### src/rtl/mem_sram_arb2_if.sv
// Requester-side bus of mem_sram_arb2: request and payload toward the arbiter,
// grant and routed response back to the requester.
interface mem_sram_arb2_if #(
    parameter int WIDTH = 64,
    parameter int AW    = 10
);
    logic               req;
    logic               gnt;
    logic [AW-1:0]      addr;
    logic [WIDTH/8-1:0] wstrb;
    logic [WIDTH-1:0]   wdata;
    logic               rsp;
    logic [WIDTH-1:0]   rdata;
    logic               err;

    modport master (
        output req, addr, wstrb, wdata,
        input  gnt, rsp, rdata, err
    );

    modport slave (
        input  req, addr, wstrb, wdata,
        output gnt, rsp, rdata, err
    );
endinterface

### src/rtl/mem_sram_arb2.sv
// Two-port arbiter in front of a single-port word memory with 1-cycle read latency.
// Port 0 is instruction fetch, port 1 is load/store; one access per cycle, responses routed back by id.
module mem_sram_arb2 #(
    parameter int  WIDTH    = 64,
    parameter int  DEPTH    = 1024,
    parameter int  MODE     = 0,
    parameter int  MAX_WAIT = 4,
    localparam int AW       = $clog2(DEPTH),
    localparam int SW       = WIDTH / 8
) (
    input  logic             g_clk,
    input  logic             g_resetn,
    mem_sram_arb2_if.slave   p0,
    mem_sram_arb2_if.slave   p1,
    output logic             mem_cen,
    output logic [SW-1:0]    mem_wstrb,
    output logic [AW-1:0]    mem_addr,
    output logic [WIDTH-1:0] mem_wdata,
    input  logic [WIDTH-1:0] mem_rdata,
    input  logic             mem_err
);
    localparam int             WCW      = (MAX_WAIT < 1) ? 1 : $clog2(MAX_WAIT + 1);
    localparam logic [WCW-1:0] WAIT_LIM = WCW'(MAX_WAIT);

    logic           last_q,     last_d;
    logic           rsp_v_q,    rsp_v_d;
    logic           rsp_id_q,   rsp_id_d;
    logic [WCW-1:0] wait_cnt_q, wait_cnt_d;
    logic           gnt0;
    logic           gnt1;

    always_ff @(posedge g_clk) begin
        if (!g_resetn) begin
            last_q     <= 1'b1;
            rsp_v_q    <= 1'b0;
            rsp_id_q   <= 1'b0;
            wait_cnt_q <= '0;
        end else begin
            last_q     <= last_d;
            rsp_v_q    <= rsp_v_d;
            rsp_id_q   <= rsp_id_d;
            wait_cnt_q <= wait_cnt_d;
        end
    end

    // Grant decision; nothing is granted while reset is asserted.
    always_comb begin
        gnt0 = 1'b0;
        gnt1 = 1'b0;
        if (g_resetn) begin
            if (p0.req && p1.req) begin
                if (MODE == 0) begin
                    gnt0 = last_q;
                    gnt1 = !last_q;
                end else begin
                    gnt1 = (wait_cnt_q == WAIT_LIM);
                    gnt0 = !gnt1;
                end
            end else begin
                gnt0 = p0.req;
                gnt1 = p1.req;
            end
        end
    end

    always_comb begin
        last_d     = last_q;
        rsp_v_d    = gnt0 | gnt1;
        rsp_id_d   = gnt1;
        wait_cnt_d = wait_cnt_q;
        if (gnt0 | gnt1) begin
            last_d = gnt1;
        end
        if (!p1.req || gnt1) begin
            wait_cnt_d = '0;
        end else if (wait_cnt_q != WAIT_LIM) begin
            wait_cnt_d = wait_cnt_q + WCW'(1);
        end
    end

    always_comb begin
        mem_cen   = gnt0 | gnt1;
        mem_addr  = gnt1 ? p1.addr  : p0.addr;
        mem_wdata = gnt1 ? p1.wdata : p0.wdata;
        mem_wstrb = '0;
        if (gnt1) begin
            mem_wstrb = p1.wstrb;
        end else if (gnt0) begin
            mem_wstrb = p0.wstrb;
        end
    end

    // Response gated by reset so an access in flight at reset never surfaces.
    assign p0.gnt   = gnt0;
    assign p1.gnt   = gnt1;
    assign p0.rsp   = g_resetn & rsp_v_q & !rsp_id_q;
    assign p1.rsp   = g_resetn & rsp_v_q & rsp_id_q;
    assign p0.rdata = mem_rdata;
    assign p1.rdata = mem_rdata;
    assign p0.err   = mem_err;
    assign p1.err   = mem_err;
endmodule

### src/flat_wrapper.sv
// flat-port wrapper written by rule: the top's interface ports become plain ports
module mem_sram_arb2_flat 
#(
    parameter int  WIDTH    = 64,
    parameter int  DEPTH    = 1024,
    parameter int  MODE     = 0,
    parameter int  MAX_WAIT = 4,
    localparam int AW       = $clog2(DEPTH),
    localparam int SW       = WIDTH / 8
)
  (g_clk, g_resetn, mem_cen, mem_wstrb, mem_addr, mem_wdata, mem_rdata, mem_err, p0_req, p0_addr, p0_wstrb, p0_wdata, p0_gnt, p0_rsp, p0_rdata, p0_err, p1_req, p1_addr, p1_wstrb, p1_wdata, p1_gnt, p1_rsp, p1_rdata, p1_err);
  mem_sram_arb2_if #(.WIDTH(WIDTH), .AW((10))) p0_i ();
  mem_sram_arb2_if #(.WIDTH(WIDTH), .AW((10))) p1_i ();
  input  logic g_clk;
  input  logic g_resetn;
  output logic mem_cen;
  output logic [SW-1:0] mem_wstrb;
  output logic [AW-1:0] mem_addr;
  output logic [WIDTH-1:0] mem_wdata;
  input  logic [WIDTH-1:0] mem_rdata;
  input  logic mem_err;
  input wire logic [$bits(p0_i.req)-1:0] p0_req;
  input wire logic [$bits(p0_i.addr)-1:0] p0_addr;
  input wire logic [$bits(p0_i.wstrb)-1:0] p0_wstrb;
  input wire logic [$bits(p0_i.wdata)-1:0] p0_wdata;
  output wire logic [$bits(p0_i.gnt)-1:0] p0_gnt;
  output wire logic [$bits(p0_i.rsp)-1:0] p0_rsp;
  output wire logic [$bits(p0_i.rdata)-1:0] p0_rdata;
  output wire logic [$bits(p0_i.err)-1:0] p0_err;
  input wire logic [$bits(p1_i.req)-1:0] p1_req;
  input wire logic [$bits(p1_i.addr)-1:0] p1_addr;
  input wire logic [$bits(p1_i.wstrb)-1:0] p1_wstrb;
  input wire logic [$bits(p1_i.wdata)-1:0] p1_wdata;
  output wire logic [$bits(p1_i.gnt)-1:0] p1_gnt;
  output wire logic [$bits(p1_i.rsp)-1:0] p1_rsp;
  output wire logic [$bits(p1_i.rdata)-1:0] p1_rdata;
  output wire logic [$bits(p1_i.err)-1:0] p1_err;
  assign p0_i.req = p0_req;
  assign p0_i.addr = p0_addr;
  assign p0_i.wstrb = p0_wstrb;
  assign p0_i.wdata = p0_wdata;
  assign p0_gnt = p0_i.gnt;
  assign p0_rsp = p0_i.rsp;
  assign p0_rdata = p0_i.rdata;
  assign p0_err = p0_i.err;
  assign p1_i.req = p1_req;
  assign p1_i.addr = p1_addr;
  assign p1_i.wstrb = p1_wstrb;
  assign p1_i.wdata = p1_wdata;
  assign p1_gnt = p1_i.gnt;
  assign p1_rsp = p1_i.rsp;
  assign p1_rdata = p1_i.rdata;
  assign p1_err = p1_i.err;
  mem_sram_arb2 #(.WIDTH(WIDTH), .DEPTH(DEPTH), .MODE(MODE), .MAX_WAIT(MAX_WAIT)) u_core (.g_clk(g_clk), .g_resetn(g_resetn), .p0(p0_i), .p1(p1_i), .mem_cen(mem_cen), .mem_wstrb(mem_wstrb), .mem_addr(mem_addr), .mem_wdata(mem_wdata), .mem_rdata(mem_rdata), .mem_err(mem_err));
endmodule
### config.mk
export PLATFORM = sky130hd
export DESIGN_NAME = mem_sram_arb2_flat
export DESIGN_NICKNAME = d
export VERILOG_FILES = /design/src/rtl/mem_sram_arb2_if.sv /design/src/rtl/mem_sram_arb2.sv /design/src/flat_wrapper.sv
export SDC_FILE = /design/constraint.sdc
export NUM_CORES = 1
export LEC_CHECK = 0
export BUFFER_PORTS_ARGS = -buffer_cell sky130_fd_sc_hd__buf_4
export CAP_MARGIN = 15
export CORE_AREA = 2 2 172 174
export DETAILED_ROUTE_END_ITERATION = 16
export DIE_AREA = 0 0 174 176
export PLACE_DENSITY = 0.44
export SKIP_CTS_REPAIR_TIMING = 1
export SYNTH_ARGS = -nofsm -noshare
export SYNTH_HDL_FRONTEND = slang
export SYNTH_SLANG_ARGS = --single-unit
### constraint.sdc
create_clock -name g_clk -period 1.74 [get_ports g_clk]
set_input_delay 0.174 -clock g_clk [delete_from_list [all_inputs] [get_ports g_clk]]
set_output_delay 0.174 -clock g_clk [all_outputs]
set_load 0.02 [all_outputs]
==> metrics.txt <==
status=finished with violations; failing checks=setup timing; Slew Limit Fails=0; final hold vios=0; Buffers on Ports=~250; post-layout instance area=roughly 4200 um2; grt ovf=0; Post-Synthesis Cells=roughly 260; top fanout value on the critical path=6; Yosys reg bits=3; Max Freq=around 0.56 GHz; via count=2239; Peak supply drop=roughly 0.24 mV; Mean Syn Cell Area=approximately 8.8 um2; # fillers=between 3000 and 4000; area occupied by registers=about 64 um2; max-capacitance violation count=0; Die H=roughly 180 um; worst min-delay path class=input port to flip-flop; Slew @ Worst Pin=287 ps; period utilisation layout=102%; CTS tree=yes; clock latency on the worst-skew pair=about 220 ps; Core ar.=~29000 um2; WL/cell=approximately 13 um; largest net degree at the start of global routing=33; P per Cell Area=roughly 380 nW/um2; RSZ-0062 raised after global routing=yes; ANT cells=0; clk_skew=4.56 ps; final worst setup slack=-32.5 ps; Std-Cell Rows=just over 60; Clock Path Buffers=2; placed cell areas=3740 um2; die width=174 um; CTS Sinks=3; CP max stage cell=dfxtp_4; library cells used by synthesis=15; met3 usage=3.79%; GR peak layer=met2; gpl congestion=0.671; first-pass GRT wire length=between 10000 and 15000 um; CP Class=flip-flop to output port; Root Buffer=clkbuf_16; met2 Usage GRT=9.20%; largest cells by area after synthesis=buf_4 (43%), mux2_4 (25%), mux2_2 (18%); CP Capture Type=output port; critical-path cell list=nand2_4 -> nand3_4 -> buf_12 -> clkbuf_16 -> mux2_4 -> buf_6; H-Tree Depth=1; post-synth top area share=a little over two fifths; number of setup violations in the final report=11; arrival time at the worst endpoint=roughly 1600 ps; Via density=approximately 2.9; Antenna Nets Post-Route=0; Total Routed Length=~10000 um; most common cell after layout, fill and taps aside=buf_4; Data required, critical path=around 1600 ps; minimum clock period=approximately 1800 ps; Seq/Total Area, Yosys=around 2.6%; initial antenna violation count=0; worst slack, placed=roughly 130 ps; layout cells sized above 1=between 80% and 90%; final hold slack=260 ps; DIE AREA=30600 um2; Post-route DRC=0; I/O Pins=450; DP Cell Count=767; largest area contributor in the netlist=buf_4; fin cells=between 700 and 800; Leakage=2.15 nW; area of the multi-input gates=about 1200 um2; Synth warnings=0; critical path's largest stage delay=around 340 ps; nets=between 600 and 700; M1 GR Usage=4.47%; post-synthesis net count=between 400 and 500; P&R area growth vs syn=84.9%; most frequent cells in the layout=buf_4 (216), buf_6 (48), mux2_4 (44); number of global-route vias before repair=between 2000 and 2500; drt pass-1 iters=4; Post-Syn Area=between 2000 and 2500 um2; GRT Overall Usage=approximately 5.3%; initial drt markers=between 40 and 50; Initial Util=around 8.0%; startpoint types=flip-flop; relative slew slack=roughly four fifths; TritonCTS Buffers=3; Worst-path clk slew=30 ps
critical path: cells and delay by family, from the launching register on:
kind                   cells  cell delay [ps]
buffers and inverters      3              490
DFF                        1              340
muxes                      1              300
and+or+nand+nor            2              220
synthesized netlist by cell type:
library cell / count
and3_1: 1
nand3_2: 1
nor2_1: 5
buf_2: 3
inv_1: 4
o21ai_1: 1
buf_6: 5
mux2_4: 38
o22ai_1: 8
buf_4: 130
nand2_1: 20
dfxtp_1: 3
o21ai_0: 1
clkbuf_1: 2
mux2_2: 36
registers in the layout (all words and copies together) (netlist names):
signal and count:
u_core.last_q 1, u_core.rsp_id_q 1, u_core.rsp_v_q 1
cell families after synthesis:
logic type	count (synthesis)	synth area share (%)
buffers and inverters	144	47.0
muxes	74	42.9
and+or+nand+nor	27	4.84
AOI/OAI and AO/OA	10	2.64
DFF	3	2.64
final timing paths:
check	slack, ps	cells after the start	start	endpoint
hold / removal	260	3	p0_req	u_core.rsp_v_q
setup / recovery	-30	6	u_core.last_q	mem_wdata[42]
hold reg to reg	550	2	u_core.last_q	u_core.last_q
setup reg to reg	710	5	u_core.last_q	u_core.rsp_id_q
layout make-up:
cell class / count / area share (%)
Clock buffer: 4 / 1.87
Inverter: 4 / 0.357
Multi-Input combinational cell: 111 / 28.1
Sequential cell: 3 / 1.52
Tap cell: 384 / 11.4
Timing Repair Buffer: 276 / 56.7
stage by stage:
step,TNS [ps],power (W),utilization (%)
6_report,-176,0.00161,14.7
4_1_cts,-3070,0.00151,13.4
5_1_grt,-4670,0.00171,14.7
3_5_place_dp,0,0.00114,13.1
3_3_place_gp,0,0.00114,13.1
2_1_floorplan,0,0.000996,-
layer usage:
layer | share of wire [%] | wire length [um]
met2 | 48 | 4820
met4 | 4.7 | 466
met3 | 18 | 1760
met5 | 0 | 0
met1 | 29 | 2930
report_power, final:
| group | switching (W) | internal, W |
|---|---|---|
| registers | 0.00000283 | 0.0000735 |
| clock network | 0.0000627 | 0.000302 |
| logic | 0.000465 | 0.000708 |
| total | 0.000531 | 0.00108 |
Note: power is estimated with default switching activity, not from simulation.
